**config.mk**
```make
export PLATFORM = sky130hd
export DESIGN_NAME = mem_model_pipe
export DESIGN_NICKNAME = d
export VERILOG_FILES = /design/src/rtl/mem_model_pipe.sv
export SDC_FILE = /design/constraint.sdc
export NUM_CORES = 1
export LEC_CHECK = 0
export CORE_MARGIN = 4
export CORE_UTILIZATION = 40
export CTS_CLUSTER_DIAMETER = 120
export DETAILED_ROUTE_END_ITERATION = 6
export PLACE_DENSITY = 0.63
export SLEW_MARGIN = 10
export SYNTH_ARGS = -nofsm -noshare
export SYNTH_HDL_FRONTEND = slang
export SYNTH_SLANG_ARGS = --single-unit
```
**constraint.sdc**
```tcl
create_clock -name clk -period 3.85 [get_ports clk]
set_clock_uncertainty 0.15 [all_clocks]
set_input_delay 0.5775 -clock clk [delete_from_list [all_inputs] [get_ports clk]]
set_output_delay 0.5775 -clock clk [all_outputs]
set_load 0.03 [all_outputs]
```
**src/rtl/mem_model_pipe.sv**
```systemverilog
// mem_model_pipe: behavioural memory with a valid/ready request channel and an in-order,
// backpressure-tolerant read response channel.
//
// After reset an init sweep writes INIT_VALUE to every word, one per cycle. Requests are
// then accepted. Writes are byte-enabled and produce no response. Reads travel through a
// READ_LATENCY-deep pipeline into a response FIFO of READ_LATENCY+1 entries. Credits
// guarantee the FIFO can never overflow.
//
// Ports:
//   clk        clock, rising edge
//   reset_n    asynchronous active-low reset
//   req_valid  request present               req_ready  request accepted this edge
//   req_write  1 = write, 0 = read           req_addr   word address
//   req_wdata  write data                    req_be     byte enables
//   rsp_valid  read data available           rsp_ready  response consumed this edge
//   rsp_rdata  read data, in request order   init_done  init sweep finished
module mem_model_pipe #(
    parameter int unsigned            ADDR_WIDTH   = 4,
    parameter int unsigned            DATA_WIDTH   = 32,
    parameter int unsigned            READ_LATENCY = 2,
    parameter logic [DATA_WIDTH-1:0]  INIT_VALUE   = '1
) (
    input  logic                      clk,
    input  logic                      reset_n,
    input  logic                      req_valid,
    output logic                      req_ready,
    input  logic                      req_write,
    input  logic [ADDR_WIDTH-1:0]     req_addr,
    input  logic [DATA_WIDTH-1:0]     req_wdata,
    input  logic [DATA_WIDTH/8-1:0]   req_be,
    output logic                      rsp_valid,
    input  logic                      rsp_ready,
    output logic [DATA_WIDTH-1:0]     rsp_rdata,
    output logic                      init_done
);

    localparam int unsigned Depth     = 2 ** ADDR_WIDTH;
    localparam int unsigned NumBytes  = DATA_WIDTH / 8;
    localparam int unsigned FifoDepth = READ_LATENCY + 1;
    localparam int unsigned PtrW      = $clog2(FifoDepth);
    localparam int unsigned CntW      = $clog2(FifoDepth + 1);
    localparam int unsigned CmpW      = CntW + 1;

    typedef enum logic [0:0] {StInit, StRun} state_e;

    state_e                state_q, state_d;
    logic [ADDR_WIDTH-1:0] init_addr_q, init_addr_d;
    logic                  run;

    logic                  pop, req_acc, rd_acc, wr_acc, push;
    logic [CmpW-1:0]       credit_limit;

    logic [CntW-1:0]       outstanding_q, outstanding_d;

    logic [DATA_WIDTH-1:0] mem_q [Depth];
    logic                  mem_we;
    logic [ADDR_WIDTH-1:0] mem_waddr;
    logic [DATA_WIDTH-1:0] mem_wdata;
    logic [NumBytes-1:0]   mem_wbe;

    logic [READ_LATENCY-1:0] pipe_vld_q, pipe_vld_d;
    logic [DATA_WIDTH-1:0]   pipe_dat_q [READ_LATENCY];
    logic [DATA_WIDTH-1:0]   pipe_dat_d [READ_LATENCY];

    logic [DATA_WIDTH-1:0] fifo_q [FifoDepth];
    logic [DATA_WIDTH-1:0] fifo_d [FifoDepth];
    logic [PtrW-1:0]       wr_ptr_q, wr_ptr_d, rd_ptr_q, rd_ptr_d;
    logic [CntW-1:0]       count_q, count_d;

    function automatic logic [PtrW-1:0] ptr_inc(input logic [PtrW-1:0] p);
        return (p == PtrW'(FifoDepth - 1)) ? '0 : p + 1'b1;
    endfunction

    // ---------------------------------------------------------------- init FSM
    always_ff @(posedge clk or negedge reset_n) begin
        if (!reset_n) begin
            state_q     <= StInit;
            init_addr_q <= '0;
        end else begin
            state_q     <= state_d;
            init_addr_q <= init_addr_d;
        end
    end

    always_comb begin
        state_d     = state_q;
        init_addr_d = init_addr_q;
        unique case (state_q)
            StInit: begin
                init_addr_d = init_addr_q + 1'b1;
                if (init_addr_q == {ADDR_WIDTH{1'b1}}) begin
                    state_d = StRun;
                end
            end
            StRun:   state_d = StRun;
            default: state_d = StInit;
        endcase
    end

    always_comb begin
        run       = (state_q == StRun);
        init_done = run;
    end

    // ---------------------------------------------------------------- handshakes and credits
    always_comb begin
        rsp_valid = (count_q != '0);
        rsp_rdata = fifo_q[rd_ptr_q];
        pop       = rsp_valid && rsp_ready;
        // A pop this cycle frees a slot, so one more request may be accepted alongside it.
        credit_limit = CmpW'(FifoDepth) + {{CntW{1'b0}}, pop};
        req_ready    = run && ({1'b0, outstanding_q} < credit_limit);
        req_acc      = req_valid && req_ready;
        rd_acc       = req_acc && !req_write;
        wr_acc       = req_acc && req_write;
        push         = pipe_vld_q[READ_LATENCY-1];
    end

    // ---------------------------------------------------------------- storage array
    always_comb begin
        if (state_q == StInit) begin
            mem_we    = 1'b1;
            mem_waddr = init_addr_q;
            mem_wdata = INIT_VALUE;
            mem_wbe   = '1;
        end else begin
            mem_we    = wr_acc;
            mem_waddr = req_addr;
            mem_wdata = req_wdata;
            mem_wbe   = req_be;
        end
    end

    // Array contents deliberately survive reset; the init sweep rewrites them.
    always_ff @(posedge clk) begin
        if (mem_we) begin
            for (int i = 0; i < NumBytes; i++) begin
                if (mem_wbe[i]) begin
                    mem_q[mem_waddr][8*i +: 8] <= mem_wdata[8*i +: 8];
                end
            end
        end
    end

    // ---------------------------------------------------------------- read pipeline
    // Stage 0 samples the array on the accept edge; the last stage feeds the FIFO.
    always_comb begin
        pipe_vld_d    = (pipe_vld_q << 1) | READ_LATENCY'(rd_acc);
        pipe_dat_d    = pipe_dat_q;
        pipe_dat_d[0] = mem_q[req_addr];
        for (int i = 1; i < READ_LATENCY; i++) begin
            pipe_dat_d[i] = pipe_dat_q[i-1];
        end
    end

    // ---------------------------------------------------------------- response FIFO
    always_comb begin
        fifo_d = fifo_q;
        if (push) begin
            fifo_d[wr_ptr_q] = pipe_dat_q[READ_LATENCY-1];
        end
        wr_ptr_d      = push ? ptr_inc(wr_ptr_q) : wr_ptr_q;
        rd_ptr_d      = pop ? ptr_inc(rd_ptr_q) : rd_ptr_q;
        count_d       = count_q + CntW'(push) - CntW'(pop);
        outstanding_d = outstanding_q + CntW'(rd_acc) - CntW'(pop);
    end

    always_ff @(posedge clk or negedge reset_n) begin
        if (!reset_n) begin
            pipe_vld_q    <= '0;
            pipe_dat_q    <= '{default: '0};
            fifo_q        <= '{default: '0};
            wr_ptr_q      <= '0;
            rd_ptr_q      <= '0;
            count_q       <= '0;
            outstanding_q <= '0;
        end else begin
            pipe_vld_q    <= pipe_vld_d;
            pipe_dat_q    <= pipe_dat_d;
            fifo_q        <= fifo_d;
            wr_ptr_q      <= wr_ptr_d;
            rd_ptr_q      <= rd_ptr_d;
            count_q       <= count_d;
            outstanding_q <= outstanding_d;
        end
    end

endmodule

```
* Word-level counts from Yosys, hierarchy flattened
Memories as Yosys holds them, arrays and structs flattened. A register that Yosys moved wholly into a read port is not among the register bits.
Index checks and enable logic that the tools add are counted.
** Storage, ports and cells
- Register bits after elaboration :: 143
- RAM bits :: 512
- Input bits :: 45
- Output and inout port bits :: 35
- Word-level logic and storage cells :: 66
- Memories :: 1
** Cells by class
- Add/sub/neg operators :: 8
- $lt $le $gt $ge :: 4
- Equality and inequality tests :: 3
- Multiplexer cells :: 26
- Bitwise logic cells :: 4
- Reduce and logical (&&, ||, !) cells :: 9
** Memory list
- mem_q :: depth 16, width 32, rd ports 1, clocked after memory_dff 1, wr ports 1, line 55 : logic [DATA_WIDTH-1:0] mem_q [Depth];
** Operators by type and width (number)
- 2-to-1 mux 32 bit :: 4
- bitwise mux 96 bit :: 1
- binary-select mux 32 bit (select 2 bit) :: 1
- demux 32 bit (select 2 bit) :: 1
- 2-to-1 mux 1 bit :: 14
- 2-to-1 mux 4 bit :: 2
- >= comparator 3 bit, second input constant :: 2
- logical AND 1 bit :: 6
- NOT 2 -> 3 bit :: 2
- adder 2 x 1 -> 2 bit :: 2
- adder 2 x 1 -> 2 bit, second input constant :: 2
- adder 4 x 1 -> 4 bit, second input constant :: 1
- == test 2 bit, second input constant :: 2
- == test 4 bit, second input constant :: 1
- 2-to-1 mux 2 bit :: 2
- subtractor 2 x 1 -> 2 bit :: 2
- adder 2 x 1 -> 3 bit, first input constant :: 1
- less-than comparator 2 x 3 -> 1 bit :: 1
- less-than comparator 3 x 1 -> 1 bit, second input constant :: 1
- zero test 1 bit :: 2
- OR 2 x 1 -> 2 bit :: 1
- one-hot mux 1 bit (2 select lines) :: 1
- nonzero test 2 bit :: 1
- NOT 1 bit :: 1

* Logic depth before layout (Yosys ltp)
- Depth after elaboration :: 10
- Gate-level depth with buffers :: 8
- Mapped depth without buffers :: 8

* Worst setup path before layout
OpenSTA, ideal clock, no wires.
- Path type :: input to register
- Start :: input rsp_ready
- End :: memory mem_q[10][0] (enable)
- Library setup time :: 0.370 ns
- Data arrival time :: 2.015 ns
- Data required time :: 3.330 ns
- Setup slack :: 1.315 ns
- Stages :: 7
- Buffers on the path :: 1
- Cells stage by stage :: o21ai_2 -> ha_1 -> inv_1 -> a311oi_2 -> a21oi_1 -> buf_6 -> nor2_1
** Between the ends
- Longest elaborated chain between the ends :: 9
** Ends and longest elaborated chain
- start, declared :: line 32 : input logic rsp_ready,
- logical AND 1 bit :: line 109 : pop = rsp_valid && rsp_ready;
- adder 2 x 1 -> 3 bit :: line 111 : credit_limit = CmpW'(FifoDepth) + {{CntW{1'b0}}, pop};
- less-than comparator 2 x 3 -> 1 bit :: line 112 : req_ready = run && ({1'b0, outstanding_q} < credit_limit);
- logical AND 1 bit :: line 112
- logical AND 1 bit :: line 113 : req_acc = req_valid && req_ready;
- logical AND 1 bit :: line 115 : wr_acc = req_acc && req_write;
- 2-to-1 mux 1 bit :: line 121 : if (state_q == StInit) begin
- 2-to-1 mux 1 bit :: line 136 : if (mem_we) begin
- 2-to-1 mux 1 bit (implied by the code) :: line 139 : mem_q[mem_waddr][8*i +: 8] <= mem_wdata[8*i +: 8];
- end, declared :: line 55
No other way between the ends.

* Worst setup path in the final report
- Start :: register rd_ptr_q[0]
- End :: output rsp_rdata[5]
** Between the ends
- Longest elaborated chain between the ends :: 4
** Ends and longest elaborated chain
- start, declared :: line 67 : logic [PtrW-1:0] wr_ptr_q, wr_ptr_d, rd_ptr_q, rd_ptr_d;
- start signal, assigned :: line 182 : rd_ptr_q <= rd_ptr_d;
- NOT 2 -> 3 bit (implied by the code) :: line 108 : rsp_rdata = fifo_q[rd_ptr_q];
- binary-select mux 32 bit (select 2 bit) :: line 108
- 2-to-1 mux 32 bit (implied by the code) (2 in series) :: line 108
- end, declared :: line 33 : output logic [DATA_WIDTH-1:0] rsp_rdata,
No other way between the ends. The select of a mux whose other input is x is not followed.

==> impl_metrics.yaml <==
power:
  pwr-share-comb: 0.162
  power.total_mw: 19.2
  p_sw_frac: 0.251
  pwr-share-clk: 0.369
  p_per_area_nw_per_um2: 616
  ir_drop_mv: 0.347
  internal-power_mw: 14.4
  leakagePower_nw: 11.2
  p_seq_frac: 0.468
  p_switching_mw: 4.81
route:
  via_per_inst: 5.35
  routed_wl_mm: 61.4
  drc: 0
  first_pass_iters: 6
  wl_per_cell_um: 24.2
  vias: 13500
  drt_iter0_drc: 1550
  final_antenna_net_count: 0
clocking:
  cts.sinks: 687
  cts_resized: 0
  clock_path_buffers: 3
  numCtsBuffers: 69
  cts_tree: "done"
  path_clk_slew_ns: 0.06
  h-tree-depth: 3
  insertion_delay_ns: 0.60
  cts-root-buf: "clkbuf_16"
yosys:
  synthTopCellsByArea: "edfxtp_1 (58%), dfrtp_1 (17%), mux4_2 (7.3%)"
  synthFlopType: "edfxtp_1"
  synth-edff-count: 512
  synth-seq-cells: 687
  ys_types: 41
  ys_warn_count: 0
  syn_area_um2: 26400
  yosys.area.top_type_share: 0.581
  ys_seq_area_frac: 0.747
  synth_fp_nets: 1504
  syn_area_per_cell_um2: 18.2
  synthArstFlopShare: 0.255
  syn_inst: 1455
  yosysTopAreaCell: "edfxtp_1"
sta:
  post-route-min-period_ns: 3.53
  tightestPinTransition_ns: 1.22
  fin_tns_setup_ns: 0
  hold_ws_ns: 0.203
  fin_ws_ns: 0.323
  min_period_over_period: 0.916
  slew_violations: 0
  setup_viol: 0
  max_freq_ghz: 0.284
  maxSlewHeadroom: 0.184
  rsz0062_at_grt: "no"
  hold_viol_final: 0
layout:
  final_util: 0.474
  fillCellCount: 5484
  fin_area_um2: 31100
  drive_above_1_share: 0.236
  final_cells: 2533
  nNetsFinal: 1663
  area_delta_synth_final_pct: 17.7
  antenna_cells: 0
setup_path:
  regToRegSetupSlack_ns: 0.95
  worst_ep_arrival_time_ns: 2.80
  required_ns: 3.12
  cp-end-kind: "output port"
  worst_setup_path_start_kind: "register"
  critPathMaxFanout: 32
  worstSetupPathType: "register to output port"
place:
  pre_cts_ws_ns: 0.417
  dp_hpwl_mm: 39.9
  place_inst: 2406
  io_buffer_count: 79
  gp_congestion: 0.820
  postPlaceCellArea_um2: 28700
floorplan:
  start_util: 0.403
  ios: 80
  core_um2: 65600
  dieWidth_um: 265
  die_area_um2: 70300
  die_height_um: 265
  rows: 94
status:
  outcome: "complete, no violations"
grt:
  grt_max_degree: 96
  grt_pass1_wl_mm: 92.0
  first_global_vias: 14000
  antenna_found_initial: 2
  gr-total-overflow: 0
  track_usage: 0.175
flow_run:
  maxCapViolations: 0
hold_path:
  hp-class: "register to register"
repair_timing:
| item | 4_1_cts | 5_1_grt |
|---|---|---|
| setup buffers | 0 | 0 |
| hold endpoints to repair | 84 | 0 |
| hold buffers | 1 | 0 |
path summary, 6_finish.rpt:
kind / startpoint / end / depth (start not counted)
worst max-delay path: rd_ptr_q[0] / rsp_rdata[5] / 5
worst min-delay path: pipe_dat_d[20] / pipe_dat_q[20] / 0
worst max register to register: init_done / mem_q[1][2] / 5
worst min register to register: pipe_dat_d[20] / pipe_dat_q[20] / 0
max in group asynchronous: reset_n / fifo_q[68] / 3
min in group asynchronous: reset_n / fifo_q[56] / 2
sequential cells by signal, indices dropped and copies added, names as in the netlist:
signal / cells
count_q: 2
fifo_q: 96
init_addr_q: 4
init_done: 1
mem_q: 512
outstanding_q: 2
pipe_dat_d: 32
pipe_dat_q: 32
pipe_vld_q: 2
rd_ptr_q: 2
wr_ptr_q: 2
layout make-up:
cell class                      count  area [um2]  share of cell area
Clock inverter                     35         519              0.0167
Clock buffer                       91        1890              0.0608
Tap cell                          864        1080              0.0347
Multi-Input combinational cell    680        6320               0.203
Sequential cell                   687       19800               0.635
Inverter                            7        26.3            0.000844
Timing Repair Buffer              169        1520              0.0489
cells by family after synthesis:
group	after synthesis	synth area share
AO/OA/AOI/OAI	138	0.0359
buffers and inverters	88	0.0152
adder cells (fa/ha/maj)	4	0.00189
AND/OR/NAND/NOR	233	0.0396
multiplexers	299	0.158
XOR/XNOR	6	0.00199
flip-flops	687	0.747
cell usage in the layout (no fill, tap or decap), types with 16 or more instances in the layout:
master           instances
a22oi_1                 85
buf_4                   87
clkbuf_1                16
clkbuf_16               71
clkdlybuf4s50_1         75
dfrtp_1                173
edfxtp_1               512
mux2_2                  95
mux2i_1                116
mux4_2                  86
nand2_1                 86
nand2b_1                33
nand3_1                 25
nor2_1                  65
o21ai_0                 36
power by group through the flow:
stage,combinational [mW],clock [mW],sequential [mW]
finish,3.11,7.08,8.98
floorplan,2.03,0,8.96
global route,3.34,7.57,9.05
CTS,3.18,7.22,8.98
detailed placement,3.17,0,9.13
global placement,3.11,0,9.09
worst max-delay path, stage by stage (launching register included):
cell and delay, ns:
dfrtp_2 0.59, nor2b_2 0.16, buf_4 0.40, nand2_1 0.09
o21ai_0 0.18, clkdlybuf4s50_1 0.75
metal layers:
layer	up-vias	GRT usage	routed length, um
met2	536	0.275	28900
met5	-	0	0
met1	6939	0.251	26400
li1	5962	-	-
met4	0	0.0561	1710
met3	107	0.0315	4400
synth_stat cells, types with 2 or more instances:
library cell  instances
mux4_2               86
edfxtp_1            512
ha_1                  4
mux2i_1             116
buf_1                 5
nor2b_1               8
xnor2_1               5
a21oi_1               3
nor3b_1               2
a21o_1                5
nand2_1              86
nand3_1              26
buf_6                 3
inv_1                 6
nor2_1               68
buf_2                37
and2_1                2
mux2_1                2
a22oi_1              85
nor3_1                2
dfrtp_1             175
mux2_2               95
or3_1                 3
o21ai_0              36
clkbuf_1             35
nand2b_1             33
(Power assumes the default switching activity.)
